$ cat config.mk
export PLATFORM = sky130hd
export DESIGN_NAME = opb_fwd_stage_flat
export DESIGN_NICKNAME = d
export VERILOG_FILES = /design/src/rtl/opb_fwd_stage_if.sv /design/src/rtl/opb_fwd_stage.sv /design/src/flat_wrapper.sv
export SDC_FILE = /design/constraint.sdc
export NUM_CORES = 1
export LEC_CHECK = 0
export BUFFER_PORTS_ARGS = -buffer_cell sky130_fd_sc_hd__buf_2
export CELL_PAD_IN_SITES_DETAIL_PLACEMENT = 1
export CELL_PAD_IN_SITES_GLOBAL_PLACEMENT = 2
export CORE_MARGIN = 2
export CORE_UTILIZATION = 24
export DETAILED_ROUTE_END_ITERATION = 6
export PLACE_DENSITY_LB_ADDON = 0.1
export SLEW_MARGIN = 15
export SYNTH_ARGS = -nofsm -noshare
export SYNTH_HDL_FRONTEND = slang
export SYNTH_SLANG_ARGS = --single-unit
$ cat constraint.sdc
create_clock -name clk -period 4.58 [get_ports clk]
set_input_delay 0.458 -clock clk [delete_from_list [all_inputs] [get_ports clk]]
set_output_delay 0.458 -clock clk [all_outputs]
set_load 0.02 [all_outputs]
$ cat src/rtl/opb_fwd_stage_if.sv
// Operand-B stage bus: ID/EX operands, forwarding sources and EX handshake.
// Latency: none (signal bundle only).
// Backpressure: in_ready/out_ready carry it; master drives the ID/EX side, slave is the stage.
interface opb_fwd_stage_if #(
   parameter int DATA_W = 32,
   parameter int IMM_W  = 16,
   parameter int REG_AW = 5
);
   logic              in_valid;
   logic              in_ready;
   logic [5:0]        in_op;
   logic              in_funct_imm;
   logic [REG_AW-1:0] in_rt;
   logic [IMM_W-1:0]  in_imm;
   logic [DATA_W-1:0] in_regb;
   logic              exmem_wr;
   logic [REG_AW-1:0] exmem_rd;
   logic              exmem_load;
   logic [DATA_W-1:0] exmem_value;
   logic              memwb_wr;
   logic [REG_AW-1:0] memwb_rd;
   logic [DATA_W-1:0] memwb_value;
   logic              out_valid;
   logic              out_ready;
   logic [DATA_W-1:0] out_opb;
   logic [1:0]        out_src;
   logic              stall;

   modport master (
      output in_valid, in_op, in_funct_imm, in_rt, in_imm, in_regb,
      output exmem_wr, exmem_rd, exmem_load, exmem_value,
      output memwb_wr, memwb_rd, memwb_value, out_ready,
      input  in_ready, out_valid, out_opb, out_src, stall
   );

   modport slave (
      input  in_valid, in_op, in_funct_imm, in_rt, in_imm, in_regb,
      input  exmem_wr, exmem_rd, exmem_load, exmem_value,
      input  memwb_wr, memwb_rd, memwb_value, out_ready,
      output in_ready, out_valid, out_opb, out_src, stall
   );
endinterface

$ cat src/rtl/opb_fwd_stage.sv
// Operand-B select/forward stage for EX with load-use interlock; FWD_STATS_EN adds fwd_cnt/lu_cnt.
// Latency: 1 cycle from ID/EX transfer to out_opb; load-use hazard adds LU_STALL bubble cycles.
// Backpressure: in_ready low while stalled, on hazard, or when the output word is unaccepted.
module opb_fwd_stage #(
   parameter int DATA_W   = 32,
   parameter int IMM_W    = 16,
   parameter int REG_AW   = 5,
   parameter int LU_STALL = 1
) (
   input  logic        clk,
   input  logic        rst_n,
`ifdef FWD_STATS_EN
   output logic [31:0] fwd_cnt,
   output logic [31:0] lu_cnt,
`else
`endif
   opb_fwd_stage_if.slave bus
);
   localparam logic [5:0] OP_ALU  = 6'h00;
   localparam logic [5:0] OP_LW   = 6'h23;
   localparam logic [5:0] OP_SW   = 6'h2B;
   localparam logic [5:0] OP_ADDI = 6'h08;

   localparam logic [1:0] SRC_RF  = 2'b00;
   localparam logic [1:0] SRC_WB  = 2'b01;
   localparam logic [1:0] SRC_EX  = 2'b10;
   localparam logic [1:0] SRC_IMM = 2'b11;

   localparam logic [2:0] CNT_LOAD = 3'(LU_STALL - 1);

   typedef enum logic {S_RUN, S_STALL} state_t;

   state_t            r_state;
   logic [2:0]        r_cnt;
   logic              r_stall;
   logic              r_out_valid;
   logic [DATA_W-1:0] r_out_opb;
   logic [1:0]        r_out_src;

   logic [DATA_W-1:0] w_imm_ext;
   logic [DATA_W-1:0] w_sel_opb;
   logic [1:0]        w_sel_src;
   logic              w_rt_nz;
   logic              w_ex_hit;
   logic              w_wb_hit;
   logic              w_hazard;
   logic              w_in_ready;
   logic              w_xfer;

   assign w_imm_ext = bus.in_funct_imm ? {{(DATA_W-IMM_W){1'b0}}, bus.in_imm}
                                       : {{(DATA_W-IMM_W){bus.in_imm[IMM_W-1]}}, bus.in_imm};

   // r0 is hardwired zero, so it is never a forwarding target
   assign w_rt_nz  = |bus.in_rt;
   assign w_ex_hit = w_rt_nz && bus.exmem_wr && (bus.exmem_rd == bus.in_rt);
   assign w_wb_hit = w_rt_nz && bus.memwb_wr && (bus.memwb_rd == bus.in_rt);

   // A load in EX/MEM has no data yet; an ALU consumer must wait for it to reach MEM/WB
   assign w_hazard = bus.in_valid && (bus.in_op == OP_ALU) && w_ex_hit && bus.exmem_load;

   assign w_in_ready = (r_state == S_RUN) && (!r_out_valid || bus.out_ready) && !w_hazard;
   assign w_xfer     = bus.in_valid && w_in_ready;

   // Operand B mux: immediate class, register class with forwarding, everything else zero
   always_comb begin
      w_sel_opb = '0;
      w_sel_src = SRC_IMM;
      case (bus.in_op)
         OP_LW, OP_SW, OP_ADDI: begin
            w_sel_opb = w_imm_ext;
            w_sel_src = SRC_IMM;
         end
         OP_ALU: begin
            if (w_ex_hit && !bus.exmem_load) begin
               w_sel_opb = bus.exmem_value;
               w_sel_src = SRC_EX;
            end else if (w_wb_hit) begin
               w_sel_opb = bus.memwb_value;
               w_sel_src = SRC_WB;
            end else begin
               w_sel_opb = bus.in_regb;
               w_sel_src = SRC_RF;
            end
         end
         default: begin
            w_sel_opb = '0;
            w_sel_src = SRC_IMM;
         end
      endcase
   end

   // Load-use interlock: RUN -> STALL for LU_STALL cycles, then re-evaluate the held instruction
   always_ff @(posedge clk or negedge rst_n) begin
      if (!rst_n) begin
         r_state <= S_RUN;
         r_cnt   <= 3'd0;
         r_stall <= 1'b0;
      end else begin
         case (r_state)
            S_RUN: begin
               if (w_hazard) begin
                  r_state <= S_STALL;
                  r_cnt   <= CNT_LOAD;
                  r_stall <= 1'b1;
               end
            end
            S_STALL: begin
               if (r_cnt == 3'd0) begin
                  r_state <= S_RUN;
                  r_stall <= 1'b0;
               end else begin
                  r_cnt <= r_cnt - 3'd1;
               end
            end
            default: begin
               r_state <= S_RUN;
               r_stall <= 1'b0;
            end
         endcase
      end
   end

   // Output register: load on transfer, hold while EX is not ready, drop valid once taken
   always_ff @(posedge clk or negedge rst_n) begin
      if (!rst_n) begin
         r_out_valid <= 1'b0;
         r_out_opb   <= '0;
         r_out_src   <= SRC_RF;
      end else if (w_xfer) begin
         r_out_valid <= 1'b1;
         r_out_opb   <= w_sel_opb;
         r_out_src   <= w_sel_src;
      end else if (bus.out_ready) begin
         r_out_valid <= 1'b0;
      end
   end

`ifdef FWD_STATS_EN
   // Event counters: forwarded transfers and interlock entries, free-running with wrap
   always_ff @(posedge clk or negedge rst_n) begin
      if (!rst_n) begin
         fwd_cnt <= 32'd0;
         lu_cnt  <= 32'd0;
      end else begin
         if (w_xfer && ((w_sel_src == SRC_WB) || (w_sel_src == SRC_EX))) begin
            fwd_cnt <= fwd_cnt + 32'd1;
         end
         if ((r_state == S_RUN) && w_hazard) begin
            lu_cnt <= lu_cnt + 32'd1;
         end
      end
   end
`else
`endif

   assign bus.in_ready  = w_in_ready;
   assign bus.out_valid = r_out_valid;
   assign bus.out_opb   = r_out_opb;
   assign bus.out_src   = r_out_src;
   assign bus.stall     = r_stall;
endmodule

$ cat src/flat_wrapper.sv
// flat-port wrapper written by rule: the top's interface ports become plain ports
module opb_fwd_stage_flat 
#(
   parameter int DATA_W   = 32,
   parameter int IMM_W    = 16,
   parameter int REG_AW   = 5,
   parameter int LU_STALL = 1
)
  (clk, rst_n, bus_in_valid, bus_in_op, bus_in_funct_imm, bus_in_rt, bus_in_imm, bus_in_regb, bus_exmem_wr, bus_exmem_rd, bus_exmem_load, bus_exmem_value, bus_memwb_wr, bus_memwb_rd, bus_memwb_value, bus_out_ready, bus_in_ready, bus_out_valid, bus_out_opb, bus_out_src, bus_stall);
  opb_fwd_stage_if #(.DATA_W(DATA_W), .IMM_W(IMM_W), .REG_AW(REG_AW)) bus_i ();
  input  logic clk;
  input  logic rst_n;
  input wire logic [$bits(bus_i.in_valid)-1:0] bus_in_valid;
  input wire logic [$bits(bus_i.in_op)-1:0] bus_in_op;
  input wire logic [$bits(bus_i.in_funct_imm)-1:0] bus_in_funct_imm;
  input wire logic [$bits(bus_i.in_rt)-1:0] bus_in_rt;
  input wire logic [$bits(bus_i.in_imm)-1:0] bus_in_imm;
  input wire logic [$bits(bus_i.in_regb)-1:0] bus_in_regb;
  input wire logic [$bits(bus_i.exmem_wr)-1:0] bus_exmem_wr;
  input wire logic [$bits(bus_i.exmem_rd)-1:0] bus_exmem_rd;
  input wire logic [$bits(bus_i.exmem_load)-1:0] bus_exmem_load;
  input wire logic [$bits(bus_i.exmem_value)-1:0] bus_exmem_value;
  input wire logic [$bits(bus_i.memwb_wr)-1:0] bus_memwb_wr;
  input wire logic [$bits(bus_i.memwb_rd)-1:0] bus_memwb_rd;
  input wire logic [$bits(bus_i.memwb_value)-1:0] bus_memwb_value;
  input wire logic [$bits(bus_i.out_ready)-1:0] bus_out_ready;
  output wire logic [$bits(bus_i.in_ready)-1:0] bus_in_ready;
  output wire logic [$bits(bus_i.out_valid)-1:0] bus_out_valid;
  output wire logic [$bits(bus_i.out_opb)-1:0] bus_out_opb;
  output wire logic [$bits(bus_i.out_src)-1:0] bus_out_src;
  output wire logic [$bits(bus_i.stall)-1:0] bus_stall;
  assign bus_i.in_valid = bus_in_valid;
  assign bus_i.in_op = bus_in_op;
  assign bus_i.in_funct_imm = bus_in_funct_imm;
  assign bus_i.in_rt = bus_in_rt;
  assign bus_i.in_imm = bus_in_imm;
  assign bus_i.in_regb = bus_in_regb;
  assign bus_i.exmem_wr = bus_exmem_wr;
  assign bus_i.exmem_rd = bus_exmem_rd;
  assign bus_i.exmem_load = bus_exmem_load;
  assign bus_i.exmem_value = bus_exmem_value;
  assign bus_i.memwb_wr = bus_memwb_wr;
  assign bus_i.memwb_rd = bus_memwb_rd;
  assign bus_i.memwb_value = bus_memwb_value;
  assign bus_i.out_ready = bus_out_ready;
  assign bus_in_ready = bus_i.in_ready;
  assign bus_out_valid = bus_i.out_valid;
  assign bus_out_opb = bus_i.out_opb;
  assign bus_out_src = bus_i.out_src;
  assign bus_stall = bus_i.stall;
  opb_fwd_stage #(.DATA_W(DATA_W), .IMM_W(IMM_W), .REG_AW(REG_AW), .LU_STALL(LU_STALL)) u_core (.clk(clk), .rst_n(rst_n), .bus(bus_i));
endmodule
==> summary.md, run 1 <==
| Metric | Value |
|---|---|
| Sw frac | `between 20% and 30%` |
| Clock-pin slew on the worst setup and hold paths | `0.09 ns` |
| Area growth, synth to finish | `43.0%` |
| CP required | `4.77 ns` |
| Post-route setup slack | `1.74 ns` |
| Pwr Total | `around 0.94 mW` |
| Fin cells | `593` |
| Post-DP HPWL | `7.72 mm` |
| Comb power frac | `24.4%` |
| Tot GR Track Use | `between 10% and 20%` |
| Worst skew pair latency | `0.29 ns` |
| # IOs | `about 180` |
| CTS Hold Bufs | `0` |
| CP arrival | `3.04 ns` |
| Int Power | `0.665 mW` |
| Hold_ws | `0.323 ns` |
| Pwr Density | `249 nW/um^2` |
| Critical Path Sink Type | `flip-flop` |
| Least-Margin Pin Slew | `1.09 ns` |
| Placed inst area | `3640 sq um` |
| Nets | `595` |
| Share of cells above drive strength 1 | `44.2%` |
| Met2 usage | `28.4%` |
| Number of global-route vias before repair | `2939` |
| Final ANT Viol Nets | `0` |
| Util after Layout | `34.9%` |
| I/O Buffers | `around 180` |
| CP max FO | `18` |
| Setup CP Type | `in -> reg` |
| Post-synth EDFFs | `0` |
| DRT iter0 DRCs | `49` |
| Worst rel slew slack | `27.6%` |
| Longest Clk Path Bufs | `2` |
| GRT busiest layer | `met2` |
| Mapped Area | `approximately 2600 sq um` |
| GRT met1 Usage | `21.4%` |
| Synth Area per Inst | `9.19 sq um` |
| Overflow after GRT | `0` |
| Clock share of power | `approximately 34%` |
| DP Worst Slack | `1.36 ns` |
| Clock Root Buffer | `clkbuf_8` |
| Num rows | `38` |
| Setup Fix Bufs, Post-CTS | `0` |
| Static Leak | `1.81 nW` |
| First-pass GRT wire length | `15.5 mm` |
| Clock net sink count | `40` |
| Met3 Resource Use GR | `a little under 5%` |
| Seq cells post-synth | `40` |
| Die Area | `11800 sq um` |
| Final hold violation count | `0` |
| CP Launch Type | `input port` |
| CTS tree | `built` |
| Worst vdd ir | `115 uV` |
| Via count | `2909` |
| Antenna diodes | `0` |
| 1st-pass router iterations | `4` |
| Final WL | `9.95 mm` |
| Antenna violations before repair | `0` |
| HP Class | `in -> async` |
| Ys flop type | `dfrtp_1` |
| RSZ-0062 raised after global routing | `no` |
| Die span in y | `109 microns` |
| Vias per cell | `4.91` |
| CTS Buf Count | `5` |
| Max Clock Skew | `0.00659 ns` |
| Die width | `109 microns` |
| Routability cong. | `0.779` |
| Mapped Nets | `between 400 and 500` |
| Status | `complete, no violations` |
| Synth async-reset ratio | `100%` |
| Min cycle time layout | `~2.8 ns` |
| Sequential fraction of the synthesis area | `38.0%` |
| Synth Instances | `~290` |
| Final setup fails | `0` |
| Max Fclk | `0.352 GHz` |
| # placed instances | `585` |
| Filler cells | `1324` |
| Routed len/inst | `16.8 microns` |
| Core Area | `~11000 sq um` |
| Post-cts sizing count | `0` |
| Drt drc | `0` |
| Synth cell types | `44` |
| H-tree levels | `2` |
| Fin. max-slew vios | `0` |
| Synth warn | `0` |
| Fin crit share | `62.1%` |
| Register share of total power | `between 40% and 50%` |
| Max-cap violations | `0` |
| Final instance area | `3770 sq um` |
| NetSw | `between 0.2 and 0.3 mW` |
| Largest net degree at the start of global routing | `~40` |
| Initial Utilization | `between 20% and 30%` |
| Setup_tns | `0 ns` |
## worst paths after layout
| kind | cells past startpoint | endpoint | start | slack, ns |
|---|---|---|---|---|
| min in group clk | 3 | u_core.bus.out_opb[26]$_DFFE_PN0P_ | bus_in_regb[26] | 0.48 |
| max reg2reg | 5 | u_core.bus.out_opb[22]$_DFFE_PN0P_ | u_core.bus.out_valid$_DFFE_PN0P_ | 1.99 |
| min | 1 | u_core.r_cnt[0]$_DFFE_PN0P_ | rst_n | 0.32 |
| max in group asynchronous | 1 | u_core.bus.out_opb[0]$_DFFE_PN0P_ | rst_n | 3.64 |
| min reg2reg | 2 | u_core.bus.out_src[1]$_DFFE_PN0P_ | u_core.bus.out_src[1]$_DFFE_PN0P_ | 0.49 |
| max | 6 | u_core.bus.out_opb[22]$_DFFE_PN0P_ | bus_in_rt[0] | 1.74 |
## sequential cells by signal, summed over array words and instances (netlist names)
name and count:
u_core.bus.out_opb 32, u_core.bus.out_src 2, u_core.bus.out_valid 1, u_core.bus.stall 1
u_core.r_cnt 3, u_core.r_state 1
## placed cells by master, fill, tap and decap left out, drive strengths merged, types with 2 or more instances in the layout
cell,n
a211oi,2
a21boi,16
a21oi,34
a221oi,16
and3,16
buf,180
clkbuf,7
dfrtp,40
ha,2
inv,3
mux2i,16
nand2,23
nand2b,3
nand3,4
nand4,2
nor2,18
nor3,4
nor4,3
o211a,2
o21ai,20
o221ai,16
xnor2,6
xor2,4
## worst max-delay path: stages
cell and delay [ns]:
buf_2 0.13, or4_4 0.57, o211ai_4 0.34, o31a_1 0.69
nand3_2 0.51, o221ai_1 0.33
## cell usage after synthesis, drive strengths merged, types with 4 or more instances
| library cell | instances | area [sq um] |
|---|---|---|
| dfrtp | 40 | 1000 |
| a21oi | 34 | 170 |
| nand2 | 23 | 88.8 |
| o21ai | 20 | 100 |
| nor2 | 18 | 67.6 |
| a21boi | 16 | 120 |
| a221oi | 16 | 140 |
| and3 | 16 | 100 |
| mux2i | 16 | 160 |
| o221ai | 16 | 140 |
| buf | 11 | 68.8 |
| clkbuf | 11 | 41.3 |
| xnor2 | 6 | 52.6 |
| nand3 | 4 | 25.0 |
| nor3 | 4 | 20.0 |
| xor2 | 4 | 35.0 |
## power groups by stage
stage	clock [mW]	sequential, mW	combinational, mW
after floorplan	0	0.423	0.0802
after global placement	0	0.394	0.231
after detailed placement	0	0.394	0.234
after CTS	0.333	0.387	0.234
after global routing	0.349	0.391	0.254
final	0.322	0.387	0.229
## logic make-up after synthesis
| group | after synthesis | synth area share (%) |
|---|---|---|
| AO/OA/AOI/OAI | 112 | 30.2 |
| XOR/XNOR | 10 | 3.32 |
| adder cells (fa/ha/maj) | 2 | 0.949 |
| buffers and inverters | 25 | 4.60 |
| flip-flops | 40 | 38.0 |
| multiplexers | 17 | 6.50 |
| AND/OR/NAND/NOR | 81 | 16.4 |
## layer usage
metal	wire length (microns)	up-vias
met5	0	-
met4	103	0
met3	874	6
met2	4750	117
met1	4230	1368
li1	-	1418
## layout make-up
type | instances | area [sq um] | area share, %
clock buffers | 7 | 96.3 | 2.56
clock inverters | 1 | 30.0 | 0.797
inverters | 3 | 11.3 | 0.299
multi-input cells | 222 | 1550 | 41.0
flip-flops and latches | 40 | 1000 | 26.6
well taps | 140 | 175 | 4.65
repair buffers | 180 | 908 | 24.1
Power figures use the tool's default switching activity.
==> run 2, diff against run 1 <==
--- a/config.mk
+++ b/config.mk
@@ -5,11 +5,12 @@
 export SDC_FILE = /design/constraint.sdc
 export NUM_CORES = 1
 export LEC_CHECK = 0
+export ABC_AREA = 1
 export BUFFER_PORTS_ARGS = -buffer_cell sky130_fd_sc_hd__buf_2
 export CELL_PAD_IN_SITES_DETAIL_PLACEMENT = 1
 export CELL_PAD_IN_SITES_GLOBAL_PLACEMENT = 2
 export CORE_MARGIN = 2
-export CORE_UTILIZATION = 24
+export CORE_UTILIZATION = 22
 export DETAILED_ROUTE_END_ITERATION = 6
 export PLACE_DENSITY_LB_ADDON = 0.1
 export SLEW_MARGIN = 15
==> constraint.sdc (replaced) <==
create_clock -name clk -period 2.7 [get_ports clk]
set_input_delay 0.27 -clock clk [delete_from_list [all_inputs] [get_ports clk]]
set_output_delay 0.27 -clock clk [all_outputs]
set_load 0.02 [all_outputs]
==> run 2 against run 1 <==
  * Clock skew is essentially flat
  * Power grew 72%
  * Combinational power increased by 72%
  * Clock-buffer cell count decreased by 2
  * Wire length increased by 46%
  * Utilization fell by 5.1 points
  * Die area up 45%
  * Via count is 42% higher
  * Synthesized area is 34% higher
  * Worst hold slack worse by 0.17 ns
  * Clock power increased by 84%
  * Non-clock buffer count increased by 8
==> summary.md, run 2 <==
| Metric | Value |
|---|---|
| Max Fclk | `0.596 GHz` |
| NetSw | `0.513 mW (was 0.272 mW)` |
| Max-cap violations | `0 (unchanged)` |
| CP top delay family | `simple AND/OR/NAND/NOR gates (was compound AO/OA/AOI/OAI gates)` |
| Tot GR Track Use | `17.4% (was 16.9%)` |
| 1st-pass router iterations | `4 (unchanged)` |
| First-pass GRT wire length | `23.0 mm (was 15.5 mm)` |
| Final hold violation count | `0 (unchanged)` |
| Core Area | `15800 sq um (was 10800 sq um)` |
| Clock-pin slew on the worst setup and hold paths | `0.06 ns (was 0.09 ns)` |
| Share of cells above drive strength 1 | `28.4% (was 44.2%)` |
| Drt drc | `0 (unchanged)` |
| Vias per cell | `4.18 (was 4.91)` |
| Clock Root Buffer | `clkbuf_16 (was clkbuf_8)` |
| Reg2reg end | `u_core.r_cnt[1]$_DFFE_PN0P_ (was u_core.bus.out_opb[22]$_DFFE_PN0P_)` |
| Max Clock Skew | `0.00681 ns (was 0.00659 ns)` |
| Commonest cells in the synthesized netlist | `nand2_1 (307), inv_1 (84), dfrtp_1 (40) (was dfrtp_1 (40), a21oi_1 (34), nand2_1 (22))` |
| Ys flop type | `dfrtp_1 (unchanged)` |
| Die Area | `17100 sq um (was 11800 sq um)` |
| Worst skew pair latency | `0.29 ns (about the same)` |
| Post-synth EDFFs | `0 (unchanged)` |
| Final instance area | `4720 sq um (was 3770 sq um)` |
| Area growth, synth to finish | `33.4% (was 43.0%)` |
| Antenna violations before repair | `0 (unchanged)` |
| Synth warn | `0 (unchanged)` |
| Sw frac | `31.8% (was 29.0%)` |
| CP Launch Type | `input port (unchanged)` |
| Initial Utilization | `22.3% (was 24.4%)` |
| Commonest non-fill, non-tap cell in the layout | `nand2_1 (was buf_2)` |
| Number of global-route vias before repair | `4379 (was 2939)` |
| CP required | `2.43 ns (was 4.77 ns)` |
| Seq cells post-synth | `40 (unchanged)` |
| # placed instances | `981 (was 585)` |
| Crit-path max cell delay | `0.21 ns (was 0.69 ns)` |
| Yosys top cell by area | `nand2_1 (was dfrtp_1)` |
| Most area-consuming cells after synthesis | `nand2_1 (33%), dfrtp_1 (28%), inv_1 (8.9%) (was dfrtp_1 (38%), a21oi_1 (6.5%), mux2i_1 (6.1%))` |
| Via count | `4131 (was 2909)` |
| CP arrival | `1.41 ns (was 3.04 ns)` |
| Post-synth top area share | `32.6% (was 38.0%)` |
| Setup CP Type | `in -> out (was in -> reg)` |
| Routability cong. | `0.772 (was 0.779)` |
| Routed len/inst | `14.7 microns (was 16.8 microns)` |
| CP max-delay cell | `nor2_1 (was o31a_1)` |
| Synth Instances | `609 (was 287)` |
| Fin cells | `988 (was 593)` |
| CTS tree | `built (unchanged)` |
| CP cell instances | `buf_2, nor2_1, nand3_2, nor2_1, nand3_2, nand2_2, nor2_2, buf_2 (was buf_2, or4_4, o211ai_4, o31a_1, nand3_2, o221ai_1)` |
| Mapped Nets | `752 (was 430)` |
| Post-cts sizing count | `0 (unchanged)` |
| H-tree levels | `2 (unchanged)` |
| Worst vdd ir | `195 uV (was 115 uV)` |
| HP Class | `in -> async (unchanged)` |
| Min cycle time layout | `1.68 ns` |
| Crit path depth | `8 (was 6)` |
| Register share of total power | `38.9% (was 41.3%)` |
| Final setup fails | `0 (unchanged)` |
| Most frequent cell after synthesis | `nand2_1 (was dfrtp_1)` |
| Clock net sink count | `40 (unchanged)` |
| Launching point of the worst reg2reg path | `u_core.r_cnt[0]$_DFFE_PN0P_ (was u_core.bus.out_valid$_DFFE_PN0P_)` |
| Clock share of power | `36.7% (was 34.3%)` |
| Placed inst area | `4580 sq um (was 3640 sq um)` |
| CTS Hold Bufs | `0 (unchanged)` |
| Util after Layout | `29.8% (was 34.9%)` |
| RSZ-0062 raised after global routing | `no (unchanged)` |
| Final ANT Viol Nets | `0 (unchanged)` |
| Pwr Density | `341 nW/um^2 (was 249 nW/um^2)` |
| Least-Margin Pin Slew | `1.01 ns (was 1.09 ns)` |
| I/O Buffers | `177 (unchanged)` |
| DRT iter0 DRCs | `160 (was 49)` |
| Crit path to | `bus_in_ready (was u_core.bus.out_opb[22]$_DFFE_PN0P_)` |
| Setup Fix Bufs, Post-CTS | `0 (unchanged)` |
| Sequential fraction of the synthesis area | `28.3% (was 38.0%)` |
| Static Leak | `3.07 nW (was 1.81 nW)` |
| WP buf/inv | `2 (was 1)` |
| Synth cell types | `30 (was 44)` |
| Num rows | `46 (was 38)` |
| Largest net degree at the start of global routing | `41 (unchanged)` |
| Overflow after GRT | `0 (unchanged)` |
| Setup_tns | `0 ns (unchanged)` |
| Fin crit share | `62.1%` |
| Die span in y | `131 microns (was 109 microns)` |
| CTS Buf Count | `5 (unchanged)` |
| Longest Clk Path Bufs | `2 (unchanged)` |
| # IOs | `178 (unchanged)` |
| Worst R2R Setup Slack | `1.29 ns (was 1.99 ns)` |
| Antenna diodes | `0 (unchanged)` |
| Int Power | `1.10 mW (was 0.665 mW)` |
| Die width | `131 microns (was 109 microns)` |
| Fin. max-slew vios | `0 (unchanged)` |
| CP startpoint | `bus_in_op[5] (was bus_in_rt[0])` |
| Comb power frac | `24.4% (about the same)` |
| Synth async-reset ratio | `100% (unchanged)` |
| Post-DP HPWL | `11.4 mm (was 7.72 mm)` |
| Mapped Area | `3540 sq um (was 2640 sq um)` |
| Synth Area per Inst | `5.81 sq um (was 9.19 sq um)` |
| Worst rel slew slack | `32.6% (was 27.6%)` |
| Most frequent cells in the layout | `nand2_1 (307), buf_2 (177), inv_1 (84), dfrtp_1 (40), nand3_1 (39) (was buf_2 (177), dfrtp_1 (40), a21oi_1 (34), nand2_1 (22), o21ai_0 (20))` |
| CP max FO | `5 (was 18)` |
| Critical Path Sink Type | `primary output (was flip-flop)` |
| Max FFs per register | `32 (unchanged)` |
| Nets | `915 (was 595)` |
| R2R depth | `6 (was 5)` |
| Status | `complete, no violations (unchanged)` |
| Final WL | `14.5 mm (was 9.95 mm)` |
-- run 2: changes by cell type after synthesis, sizes merged, moves of 21 or more --
| cell | previous run | this run |
|---|---|---|
| a21oi | 34 | 2 |
| buf | 11 | 32 |
| inv | 3 | 91 |
| nand2 | 23 | 311 |
| nand3 | 4 | 42 |
| nand4 | 2 | 34 |
| nor2 | 18 | 43 |
-- run 2: worst min-delay path by stage --
stage                                             startpoint                            endpoint  slack (ns)  depth (start not counted)
final                                                  rst_n  u_core.bus.out_opb[11]$_DFFE_PN0P_        0.15                          1
after floorplan                                        rst_n   u_core.bus.out_opb[0]$_DFFE_PN0P_       -0.03                          0
after global routing                           bus_out_ready    u_core.bus.out_valid$_DFFE_PN0P_        0.17                          2
after global placement                         bus_out_ready    u_core.bus.out_valid$_DFFE_PN0P_        0.46                          2
after CTS                                      bus_out_ready    u_core.bus.out_valid$_DFFE_PN0P_        0.15                          2
after detailed placement  u_core.bus.out_opb[25]$_DFFE_PN0P_  u_core.bus.out_opb[25]$_DFFE_PN0P_        0.46                          2
-- run 2: logic make-up (layout without fill, tap and decap cells) --
kind of cell	count (synthesis)	count (layout)	synth area share [%]
AND/OR/NAND/NOR	433	433	53.0
flip-flops	40	40	28.3
buffers and inverters	123	286	15.6
XOR/XNOR	2	2	0.495
AO/OA/AOI/OAI	9	9	1.87
adder cells (fa/ha/maj)	2	2	0.707
-- run 2: power by group through the flow --
stage                     registers, mW  clock network, mW  logic, mW
final                             0.627              0.592      0.393
after global routing              0.629              0.631      0.443
after CTS                         0.628              0.606      0.401
after detailed placement          0.639                  0      0.400
after global placement            0.638                  0      0.394
after floorplan                   0.660                  0      0.180
-- run 2: worst reg2reg max path, cell delays in order, from the launching register on --
cell	delay, ns
dfrtp_1	0.39
inv_1	0.08
ha_1	0.14
inv_1	0.05
o21ai_0	0.38
nand2_1	0.14
o22ai_1	0.15
-- run 2: final cells by class --
cell class              count  area (sq um)
fillers                  2166         11100
multi-input cells         446          1990
flip-flops and latches     40          1000
repair buffers            188           981
inverters                  91           342
well taps                 216           270
clock buffers               5           125
clock inverters             2          12.5
-- run 2: through the flow --
| stage | setup WS (ns) | total power, mW | hold WS (ns) |
|---|---|---|---|
| 2_1_floorplan | 1.19 | 0.840 | -0.0256 |
| 3_3_place_gp | 0.831 | 1.03 | 0.456 |
| 3_5_place_dp | 0.772 | 1.04 | 0.462 |
| 4_1_cts | 1.01 | 1.63 | 0.152 |
| 5_1_grt | 0.903 | 1.70 | 0.170 |
| 6_report | 1.02 | 1.61 | 0.153 |
-- run 2: routing by layer --
metal  track usage [%]  vias to the layer above  wire, microns
met5                 0                        -              0
met3              2.40                       11            638
li1                  -                     2165              -
met1              23.5                     1848           6940
met2              29.8                      107           6830
met4              3.13                        0            140
==> run 3, diff against run 2 <==
==> constraint.sdc (replaced) <==
create_clock -name clk -period 1.6 [get_ports clk]
set_input_delay 0.16 -clock clk [delete_from_list [all_inputs] [get_ports clk]]
set_output_delay 0.16 -clock clk [all_outputs]
set_load 0.02 [all_outputs]
==> run 3 against run 2 <==
  * Utilization grew 1.3 points
  * Register-to-register slack lost 1.1 ns
  * Final area grew 4.5%
  * Global-route usage shrank 0.77 points
  * Critical path depth grew 3
  * Clock-buffer cell count is the same
  * Clock skew is essentially flat
  * Flip-flop and latch count is the same
  * Wire length shrank 3.5%
  * Cell count grew 1.8%
  * Worst hold slack lost 0.080 ns
  * Critical endpoint unchanged
  * Largest cell class unchanged
  * Largest power group unchanged
==> summary.md, run 3 (synthesis results as in run 2) <==
| Metric | Value |
|---|---|
| Status | `complete, no violations (unchanged)` |
| 1st-pass router iterations | `4 (unchanged)` |
| Routability cong. | `0.841 (was 0.772)` |
| Longest Clk Path Bufs | `2 (unchanged)` |
| Final setup fails | `0 (unchanged)` |
| Die span in y | `131 microns (unchanged)` |
| Commonest non-fill, non-tap cell in the layout | `nand2_1 (unchanged)` |
| Antenna violations before repair | `0 (unchanged)` |
| Static Leak | `3.18 nW (was 3.07 nW)` |
| Post-DP HPWL | `11.8 mm (was 11.4 mm)` |
| Drt drc | `0 (unchanged)` |
| Setup_tns | `0 ns (unchanged)` |
| Initial Utilization | `22.3% (unchanged)` |
| RSZ-0062 raised after global routing | `no (unchanged)` |
| CP Launch Type | `input port (unchanged)` |
| Placed inst area | `4780 sq um (was 4580 sq um)` |
| Area growth, synth to finish | `39.4% (was 33.4%)` |
| HP Start | `bus_out_ready` |
| Least-Margin Pin Slew | `0.542 ns (was 1.01 ns)` |
| Critical Path Sink Type | `primary output (unchanged)` |
| DRT iter0 DRCs | `133 (was 160)` |
| Worst vdd ir | `393 uV (was 195 uV)` |
| Hold Path Sink | `u_core.bus.out_valid$_DFFE_PN0P_` |
| Routed len/inst | `14.0 microns (was 14.7 microns)` |
| Clock-pin slew on the worst setup and hold paths | `0.06 ns (about the same)` |
| Util after Layout | `31.2% (was 29.8%)` |
| CP arrival | `1.28 ns (was 1.41 ns)` |
| Final WL | `14.0 mm (was 14.5 mm)` |
| Fin. max-slew vios | `0 (unchanged)` |
| H-tree levels | `2 (unchanged)` |
| Setup CP Type | `in -> out (unchanged)` |
| CP max FO | `4 (was 5)` |
| Number of global-route vias before repair | `4277 (was 4379)` |
| Min cycle time layout | `about 1.4 ns` |
| Via count | `4130 (was 4131)` |
| Largest net degree at the start of global routing | `31 (was 41)` |
| Most frequent cells in the layout | `nand2_1 (307), buf_2 (177), inv_1 (84), dfrtp_1 (40), nand3_1 (39) (unchanged)` |
| Share of cells above drive strength 1 | `29.9% (was 28.4%)` |
| Die width | `131 microns (unchanged)` |
| I/O Buffers | `177 (unchanged)` |
| # placed instances | `998 (was 981)` |
| Setup Fix Bufs, Post-CTS | `0 (unchanged)` |
| Launching point of the worst reg2reg path | `u_core.r_cnt[0]$_DFFE_PN0P_ (unchanged)` |
| Nets | `933 (was 915)` |
| Final ANT Viol Nets | `0 (unchanged)` |
| Worst rel slew slack | `63.8% (was 32.6%)` |
| Overflow after GRT | `0 (unchanged)` |
| HP Class | `in -> reg (was in -> async)` |
| CP required | `1.44 ns (was 2.43 ns)` |
| CTS Buf Count | `5 (unchanged)` |
| Core Area | `15800 sq um (unchanged)` |
| Tot GR Track Use | `16.6% (was 17.4%)` |
| Max Fclk | `0.695 GHz` |
| # IOs | `178 (unchanged)` |
| Clock Root Buffer | `clkbuf_16 (unchanged)` |
| Antenna diodes | `0 (unchanged)` |
| Fin crit share | `89.9%` |
| Max-cap violations | `0 (unchanged)` |
| Pwr Density | `551 nW/um^2 (was 341 nW/um^2)` |
| Final hold violation count | `0 (unchanged)` |
| Worst skew pair latency | `0.28 ns (was 0.29 ns)` |
| WHS Path Cells | `2` |
| Reg2reg end | `u_core.r_cnt[1]$_DFFE_PN0P_ (unchanged)` |
| CTS tree | `built (unchanged)` |
| Fin cells | `1006 (was 988)` |
| Vias per cell | `4.11 (was 4.18)` |
| Die Area | `17100 sq um (unchanged)` |
| Pwr Total | `2.72 mW (was 1.61 mW)` |
| Clock net sink count | `40 (unchanged)` |
| Worst R2R Setup Slack | `0.19 ns (was 1.29 ns)` |
| Num rows | `46 (unchanged)` |
| CP startpoint | `bus_in_rt[2] (was bus_in_op[5])` |
| Filler cells | `2138 (was 2166)` |
| Register cell area after layout | `1000 sq um (unchanged)` |
| Multi-input logic area | `1990 sq um (unchanged)` |
| Max Clock Skew | `0.00730 ns (was 0.00681 ns)` |
| Final instance area | `4930 sq um (was 4720 sq um)` |
| R2R depth | `6 (unchanged)` |
| Post-cts sizing count | `0 (unchanged)` |
| First-pass GRT wire length | `22.0 mm (was 23.0 mm)` |
| Max FFs per register | `32 (unchanged)` |
-- run 3: what timing repair did --
| action | 4_1_cts | 5_1_grt |
|---|---|---|
| endpoints found under the hold margin | 20 | 0 |
| setup endpoints to repair | 0 | 0 |
| hold buffers | 1 | 0 |
-- run 3: layout make-up --
class | count | area share, %
flip-flops and latches | 40 | 20.3
well taps | 216 | 5.48
inverters | 91 | 6.93
clock inverters | 2 | 0.254
multi-input cells | 446 | 40.3
repair buffers | 206 | 24.2
clock buffers | 5 | 2.54
-- run 3: where the power goes --
group          switching (mW)  internal (mW)  leakage, nW
Sequential             0.0171           1.04        0.548
Clock                   0.388          0.566       0.0657
Combinational           0.417          0.286         2.57
-- run 3: worst max-delay path, cell delays in order --
cell,delay [ns]
buf_2,0.12
inv_2,0.08
nand2_1,0.05
nand2_1,0.05
nand2_1,0.08
nor2_4,0.14
buf_4,0.16
nand3_2,0.09
nand2_2,0.11
nor2_2,0.06
buf_2,0.18
-- run 3: how the worst max path moves through the flow --
stage | endpoint | slack [ns] | cells past startpoint
final | bus_in_ready | 0.16 | 11
after global routing | u_core.r_cnt[1]$_DFFE_PN0P_ | 0.002 | 6
after CTS | bus_in_ready | 0.14 | 11
after detailed placement | u_core.bus.out_opb[8]$_DFFE_PN0P_ | -0.04 | 13
after global placement | u_core.bus.out_opb[8]$_DFFE_PN0P_ | -0.01 | 13
after floorplan | u_core.bus.out_src[1]$_DFFE_PN0P_ | 0.20 | 11
-- run 3: metrics by stage --
stage	hold WS [ns]	setup WS (ns)
2_1_floorplan	-0.136	0.201
3_3_place_gp	0.176	-0.0113
3_5_place_dp	0.188	-0.0419
4_1_cts	0.0676	0.139
5_1_grt	0.0869	0.00246
6_report	0.0733	0.161
-- run 3: layer usage --
| metal | vias up | part of all wire (%) | routed length, microns | track usage (%) |
|---|---|---|---|---|
| li1 | 2196 | - | - | - |
| met1 | 1824 | 47 | 6640 | 21.8 |
| met2 | 102 | 48 | 6700 | 29.8 |
| met3 | 8 | 4.0 | 558 | 2.00 |
| met4 | 0 | 0.93 | 131 | 2.38 |
| met5 | - | 0 | 0 | 0 |
